`config.mk`:
```
export PLATFORM = sky130hd
export DESIGN_NAME = axi_wr_req_arbiter
export DESIGN_NICKNAME = d
export VERILOG_FILES = /design/src/rtl/axi_wr_req_arbiter.sv
export SDC_FILE = /design/constraint.sdc
export NUM_CORES = 1
export LEC_CHECK = 0
export ABC_AREA = 1
export ABC_CLOCK_PERIOD_IN_PS = 1850
export BUFFER_PORTS_ARGS = -buffer_cell sky130_fd_sc_hd__clkbuf_2
export CORE_AREA = 2 2 234 236
export CTS_CLUSTER_DIAMETER = 80
export DETAILED_ROUTE_END_ITERATION = 8
export DIE_AREA = 0 0 236 238
export PLACE_DENSITY = 0.42
export SLEW_MARGIN = 20
export SYNTH_ARGS = -nofsm -noshare
export SYNTH_HDL_FRONTEND = slang
export SYNTH_SLANG_ARGS = --single-unit
```
`constraint.sdc`:
```
create_clock -name AClk -period 1.85 [get_ports AClk]
set_input_delay 0.0925 -clock AClk [delete_from_list [all_inputs] [get_ports AClk]]
set_output_delay 0.0925 -clock AClk [all_outputs]
set_load 0.1 [all_outputs]
```
`src/rtl/axi_wr_req_arbiter.sv`:
```
// Four-way round-robin front end for a single AXI write-channel controller.
// Issues one write at a time, routes the response back, and guards it with a watchdog.
module axi_wr_req_arbiter #(
    parameter int unsigned ADDR_W  = 32,
    parameter int unsigned DATA_W  = 64,
    parameter int unsigned STRB_W  = DATA_W / 8,
    parameter int unsigned TIMEOUT = 1024
) (
    input  logic                AClk,
    input  logic                ARst,
    input  logic [3:0]          req_valid,
    input  logic [4*ADDR_W-1:0] req_addr,
    input  logic [15:0]         req_len,
    input  logic [7:0]          req_burst,
    input  logic [11:0]         req_size,
    input  logic [4*DATA_W-1:0] req_wdata,
    input  logic [4*STRB_W-1:0] req_wstrb,
    output logic [3:0]          req_ready,
    output logic [3:0]          gnt,
    output logic [3:0]          rsp_valid,
    output logic [1:0]          rsp_resp,
    output logic [ADDR_W-1:0]   awaddr_d,
    output logic [3:0]          TXN_ID_W_d,
    output logic [1:0]          awburst_d,
    output logic [3:0]          awlen_d,
    output logic [2:0]          awsize_d,
    output logic [1:0]          awlock_d,
    output logic [1:0]          awcache_d,
    output logic [2:0]          awprot_d,
    output logic [DATA_W-1:0]   wdata_d,
    output logic [STRB_W-1:0]   wstrb_d,
    output logic                wr_trn_en,
    input  logic [1:0]          bresp_d,
    input  logic [3:0]          bid_d,
    input  logic                wr_rsp_en_d,
    output logic                timeout_err,
    output logic                id_err,
    output logic                busy
);

    typedef enum logic [1:0] {StIdle, StIssue, StWaitRsp, StDrain} state_e;

    state_e              state_q, state_d;
    logic [1:0]          rr_ptr_q, rr_ptr_d;
    logic [1:0]          gidx_q, gidx_d;
    logic [1:0]          tag_q, tag_d;
    logic [3:0]          id_q, id_d;
    logic [ADDR_W-1:0]   addr_q, addr_d;
    logic [3:0]          len_q, len_d;
    logic [1:0]          burst_q, burst_d;
    logic [2:0]          size_q, size_d;
    logic [15:0]         wd_q, wd_d;
    logic [3:0]          rsp_valid_q, rsp_valid_d;
    logic [1:0]          rsp_resp_q, rsp_resp_d;
    logic                timeout_err_q, timeout_err_d;
    logic                id_err_q, id_err_d;

    logic                arb_found;
    logic [1:0]          arb_idx;
    logic [1:0]          arb_cand;
    logic [16:0]         wd_inc;

    assign wd_inc = {1'b0, wd_q} + 17'd1;

    // Scan from the requester after the last winner, wrapping around.
    always_comb begin
        arb_found = 1'b0;
        arb_idx   = rr_ptr_q;
        arb_cand  = rr_ptr_q;
        for (int unsigned k = 1; k <= 4; k++) begin
            arb_cand = rr_ptr_q + 2'(k);
            if (!arb_found && req_valid[arb_cand]) begin
                arb_found = 1'b1;
                arb_idx   = arb_cand;
            end
        end
    end

    always_ff @(posedge AClk) begin
        if (!ARst) begin
            state_q       <= StIdle;
            rr_ptr_q      <= 2'd3;
            gidx_q        <= 2'd0;
            tag_q         <= 2'd0;
            id_q          <= 4'd0;
            addr_q        <= '0;
            len_q         <= 4'd0;
            burst_q       <= 2'd0;
            size_q        <= 3'd0;
            wd_q          <= 16'd0;
            rsp_valid_q   <= 4'd0;
            rsp_resp_q    <= 2'd0;
            timeout_err_q <= 1'b0;
            id_err_q      <= 1'b0;
        end else begin
            state_q       <= state_d;
            rr_ptr_q      <= rr_ptr_d;
            gidx_q        <= gidx_d;
            tag_q         <= tag_d;
            id_q          <= id_d;
            addr_q        <= addr_d;
            len_q         <= len_d;
            burst_q       <= burst_d;
            size_q        <= size_d;
            wd_q          <= wd_d;
            rsp_valid_q   <= rsp_valid_d;
            rsp_resp_q    <= rsp_resp_d;
            timeout_err_q <= timeout_err_d;
            id_err_q      <= id_err_d;
        end
    end

    always_comb begin
        state_d       = state_q;
        rr_ptr_d      = rr_ptr_q;
        gidx_d        = gidx_q;
        tag_d         = tag_q;
        id_d          = id_q;
        addr_d        = addr_q;
        len_d         = len_q;
        burst_d       = burst_q;
        size_d        = size_q;
        wd_d          = wd_q;
        rsp_valid_d   = 4'd0;
        rsp_resp_d    = 2'd0;
        timeout_err_d = timeout_err_q;
        id_err_d      = id_err_q;

        unique case (state_q)
            StIdle: begin
                if (wr_rsp_en_d) begin
                    id_err_d = 1'b1;
                end
                // Hold off arbitration while the previous response is being delivered.
                if (arb_found && (rsp_valid_q == 4'd0)) begin
                    gidx_d   = arb_idx;
                    rr_ptr_d = arb_idx;
                    id_d     = {tag_q, arb_idx};
                    addr_d   = req_addr[arb_idx*ADDR_W +: ADDR_W];
                    len_d    = req_len[arb_idx*4 +: 4];
                    burst_d  = req_burst[arb_idx*2 +: 2];
                    size_d   = req_size[arb_idx*3 +: 3];
                    wd_d     = 16'd0;
                    state_d  = StIssue;
                end
            end
            StIssue: begin
                if (wr_rsp_en_d) begin
                    id_err_d = 1'b1;
                end
                tag_d   = tag_q + 2'd1;
                wd_d    = wd_inc[15:0];
                state_d = StWaitRsp;
            end
            StWaitRsp: begin
                wd_d = wd_inc[15:0];
                if (wr_rsp_en_d) begin
                    rsp_valid_d = 4'b0001 << gidx_q;
                    if (bid_d != id_q) begin
                        rsp_resp_d = 2'b10;
                        id_err_d   = 1'b1;
                    end else begin
                        rsp_resp_d = bresp_d;
                    end
                    state_d = StIdle;
                end else if (wd_inc >= 17'(TIMEOUT)) begin
                    rsp_valid_d   = 4'b0001 << gidx_q;
                    rsp_resp_d    = 2'b10;
                    timeout_err_d = 1'b1;
                    state_d       = StDrain;
                end
            end
            StDrain: begin
                if (wr_rsp_en_d) begin
                    state_d = StIdle;
                end
            end
            default: state_d = StIdle;
        endcase
    end

    always_comb begin
        wr_trn_en   = 1'b0;
        req_ready   = 4'd0;
        gnt         = 4'd0;
        wdata_d     = '0;
        wstrb_d     = '0;
        busy        = (state_q != StIdle);
        rsp_valid   = rsp_valid_q;
        rsp_resp    = rsp_resp_q;
        awaddr_d    = addr_q;
        TXN_ID_W_d  = id_q;
        awburst_d   = burst_q;
        awlen_d     = len_q;
        awsize_d    = size_q;
        awlock_d    = 2'd0;
        awcache_d   = 2'd0;
        awprot_d    = 3'd0;
        timeout_err = timeout_err_q;
        id_err      = id_err_q;
        if (state_q == StIssue) begin
            wr_trn_en = 1'b1;
            req_ready = 4'b0001 << gidx_q;
        end
        if (state_q == StIssue || state_q == StWaitRsp) begin
            gnt = 4'b0001 << gidx_q;
        end
        if (state_q != StIdle) begin
            wdata_d = req_wdata[gidx_q*DATA_W +: DATA_W];
            wstrb_d = req_wstrb[gidx_q*STRB_W +: STRB_W];
        end
    end

endmodule

```
# Word level (Yosys, flattened, before mapping)

Cells that the tools add are included.
W data, S select, Z words.

Equality and inequality tests: 10
Add/sub/neg operators: 5
Muxes and demuxes: 37
Bitwise operators: 1
Multipliers: 1
Shifts and indexed selects: 7
Reductions and logical operators: 21
Order comparisons: 5

Operators by type and width:

| kind                    | number |
|---|---|
| $shiftx A256 B9 Y64     | 1 |
| $shiftx A128 B8 Y32     | 1 |
| $mux W64                | 1 |
| $pmux W16 S2            | 1 |
| $shiftx A32 B6 Y8       | 1 |
| $mux W2                 | 11 |
| $add A16 B1 Y17 const B | 1 |
| $ge A17 B11 Y1 const B  | 1 |
| $mux W16                | 1 |
| $mux W4                 | 4 |
| $shiftx A16 B5 Y4       | 1 |
| $lt A2 B3 Y1 const B    | 4 |
| $mux W1                 | 12 |
| $shiftx A12 B5 Y3       | 1 |
| $bmux W1 S2             | 4 |
| $mux W8                 | 1 |
| $ne A2 B2 Y1 const B    | 4 |
| $pmux W2 S4             | 1 |
| $shiftx A8 B4 Y2        | 1 |
| $reduce_and A2 Y1       | 3 |
| $reduce_and A3 Y1       | 2 |
| $reduce_bool A2 Y1      | 3 |
| $add A2 B1 Y2 const B   | 2 |
| $add A2 B2 Y2 const B   | 2 |
| 16 further kinds        | 23 |

Input port bits: 465
Output and inout port bits: 142
Word-level logic and storage cells: 101
Register bits: 77

# Logic depth before layout (Yosys ltp)

Depth after elaboration: 16
Depth in mapped cells: 17
Mapped depth without buffers: 15

# Worst setup path before layout

No wires, ideal clock.

Path kind: reg2out
From: register, netlist name TXN_ID_W_d[1]
To: output wdata_d[18]
Cell stages (with the launch flop): 6
Buffers on the path: 3
Data arrival time: 3,553 ps
Setup slack: -1,796 ps
Required time: 1,757 ps
Path through: dfxtp_1 > clkbuf_1 > clkbuf_1 > buf_1 > nand3_1 > a31oi_1

RTL lines:

| item          | RTL line | text |
|---|---|---|
| end, declared | 30       | `output logic [DATA_W-1:0] wdata_d,` |

==> metrics.txt <==
Initial Util 13.9%; initial drt markers 498; Tot Pwr 42.5 mW; Die W 236 um; ratio of cells with drive above 1 in the final layout 60.3%; GRT Max-Usage Layer met2; top-area cell type share of the netlist area 20.7%; Setup-failing EPs final 138; CP max stage cell dfxtp_4; violated checks setup timing; Post-synth EDFFs 0; Hold WS 90.0 ps; asr flop ratio synth 0%; final worst slack -265 ps; hpwl dp 41.1 mm; most frequent cell after synthesis nand3_1; min-delay worst type input port to flip-flop; DIE AREA 56200 um2; Port Buffers 599; Bufs on Longest Clock Path 2; vias in the first global route 12500; worst relative slew slack 58.6%; Mapped Area 7410 um2; Reg2Reg Depth 16; first-pass GRT wire length 84.9 mm; vias 12300; register area 1530 um2; leading post-synthesis cells by cell area nand3_1, dfxtp_1, nand2_1, a22oi_1, a31oi_1; Post-route DRC 0; io pins 607; max cap viols 0; met3 GRT Util 4.38%; largest net degree at the start of global routing 42; H-Tree Depth 3; Leakage 8.18 nW; hold-critical path depth 3; Clock transition at path regs 70 ps; DR WL/cell 22.6 um; CP Class flip-flop to output pin; CTS buffer count 9; routability cong. 0.928; max-slew violations 0; P per Cell Area 2310 nW/um2; critical path data arrival time 2020 ps; GRT met2 Usage 37.0%; critical path launch point type flip-flop; Worst Skew 7.19 ps; commonest cells in the netlist nand3_1, nand2_1, inv_1, dfxtp_1, a22oi_1; slowest stage delay, CP 450 ps; synth unique cells 34; CP dominant cell by count buf_12; First-pass DRT Iterations 5; fin crit period 2120 ps; Area growth syn-to-layout 149%; fmax 473 MHz; fill cell count 5557; gr usage total 20.5%; Worst path depth 6; vias per inst 4.55; initial antenna violation count 18; post-place setup slack -425 ps; Worst-Margin Slew 623 ps; CORE AREA 53500 um2; status finished, violations left; flop and latch count out of synthesis 75; Finished Core Util 34.5%; TritonCTS clock tree yes; # rows 85; CP Max Fanout 7; drt total wl 60.9 mm; Final Hold Violating Endpoints 0; RSZ-0062 raised after global routing true; met1 GRT Util 21.6%; area occupied by multi-input gates 7490 um2; Final period util 114%; Overflow after GRT 0; DIE HEIGHT 238 um; Seq/Total Area, Yosys 20.3%; WP buf/inv 3; top_reg_cell synth dfxtp_1; CP Data Required Time 1760 ps; CP endpoint kind output pin; Antenna Nets Post-Route 0; worst skew pair latency 370 ps; Synth area leader nand3_1; CP delay by family, top compound AO/OA/AOI/OAI gates; synthesized area per cell 5.92 um2; Max rail drop VDD 0.957 mV; clk sinks 75; Synth Warn # 0; Critical Path, Cell by Cell nor2_4, buf_12, buf_12, a22oi_2, a31oi_4, buf_12; Gate Count Post-Synth 1252; final net count 2447; root buffer cell clkbuf_16
-- power breakdown --
group | switching, mW | internal (mW) | total, mW
logic | 23.2 | 15.0 | 38.2
clock network | 0.890 | 0.932 | 1.82
registers | 0.359 | 2.12 | 2.48
total | 24.5 | 18.0 | 42.5
-- metal layers --
metal / vias to the layer above / share of wire [%]
met5: - / 0.016
met4: 2 / 6.2
met3: 101 / 6.3
met2: 539 / 51
met1: 5804 / 37
li1: 5819 / -
-- per-stage QoR --
step / setup TNS [ps] / instance area (um2) / instances
6_report: -15010 / 18400 / 2695
5_1_grt: -27320 / 18400 / 2695
4_1_cts: -18850 / 17800 / 2663
3_5_place_dp: -18110 / 14600 / 2533
3_3_place_gp: -16030 / 14600 / 2533
2_1_floorplan: -11300 / 9260 / 1258
-- path summary, 6_finish.rpt --
path | endpoint | from | slack, ps
worst min register to register | id_err | id_err | 460
worst max register to register | awaddr_d[8] | rr_ptr_q[0] | -180
worst max-delay path | wdata_d[61] | TXN_ID_W_d[1] | -270
worst min-delay path | rsp_resp[0] | wr_rsp_en_d | 90
-- cell usage in the layout (no fill, tap or decap), drive strengths merged --
master       count
o211ai           3
nor3             6
inv            118
buf            296
conb             7
nand4            5
a21boi           2
bufbuf           2
nand2          295
xor2             7
o21ai           11
a31oi           72
nand3          308
clkbuf         533
nand3b          41
nor2            39
a22oi           73
o21a            42
diode           17
a21oi           28
dlygate4sd3      2
dfxtp           75
clkinvlp         4
nor4             2
ha               5
xnor2            1
clkinv           5
-- kinds of logic (layout without fill, tap and decap cells) --
group | count (synthesis) | in the layout | synth area share (%)
DFF | 75 | 75 | 20.3
other | 1 | 24 | 0.0506
adders and majority gates | 5 | 5 | 0.844
xor gates and xnor gates | 8 | 8 | 0.945
AOI/OAI and AO/OA | 230 | 231 | 20.8
and+or+nand+nor | 696 | 696 | 43.5
buffers and inverters | 237 | 960 | 13.6
-- registers in the layout, indices dropped and copies added (netlist names) --
register and cells:
awaddr_d 32, wd_q 16, awlen_d 4, rsp_valid 4
TXN_ID_W_d 3, awsize_d 3, awburst_d 2, rr_ptr_q 2
rsp_resp 2, state_q 2, tag_q 2, gidx_q 1
id_err 1, timeout_err 1
-- worst reg2reg max path, cell delays in order (launching register included) --
cell      delay (ps)
dfxtp_4          420
inv_6             70
nand2_2           60
nand2_2           70
nand2_2          100
nand2_4           70
nor2_4           130
nand2_2           90
nand2_4          120
buf_12           130
buf_12           120
buf_16           140
nand3b_1         130
nand3_1          110
nand3_1           70
nand2_1           60
inv_1             30
-- cell type report --
| class | instances | share of cell area (%) |
|---|---|---|
| multi-input combinational | 947 | 40.6 |
| clock inverter | 7 | 0.319 |
| inverter | 120 | 2.64 |
| timing repair buffer | 824 | 41.9 |
| sequential | 75 | 8.31 |
| tap | 696 | 4.73 |
| clock buffer | 9 | 1.22 |
| antenna | 17 | 0.231 |
-- what timing repair did --
action	CTS	global route
buffers inserted	70	19
hold buffers	2	0
gates cloned	42	8
resized for setup	251	128
pin swaps	84	72
hold endpoints to repair	2	0
endpoints found under the setup margin	151	152
No activity file was read; power rests on OpenSTA's default activity.
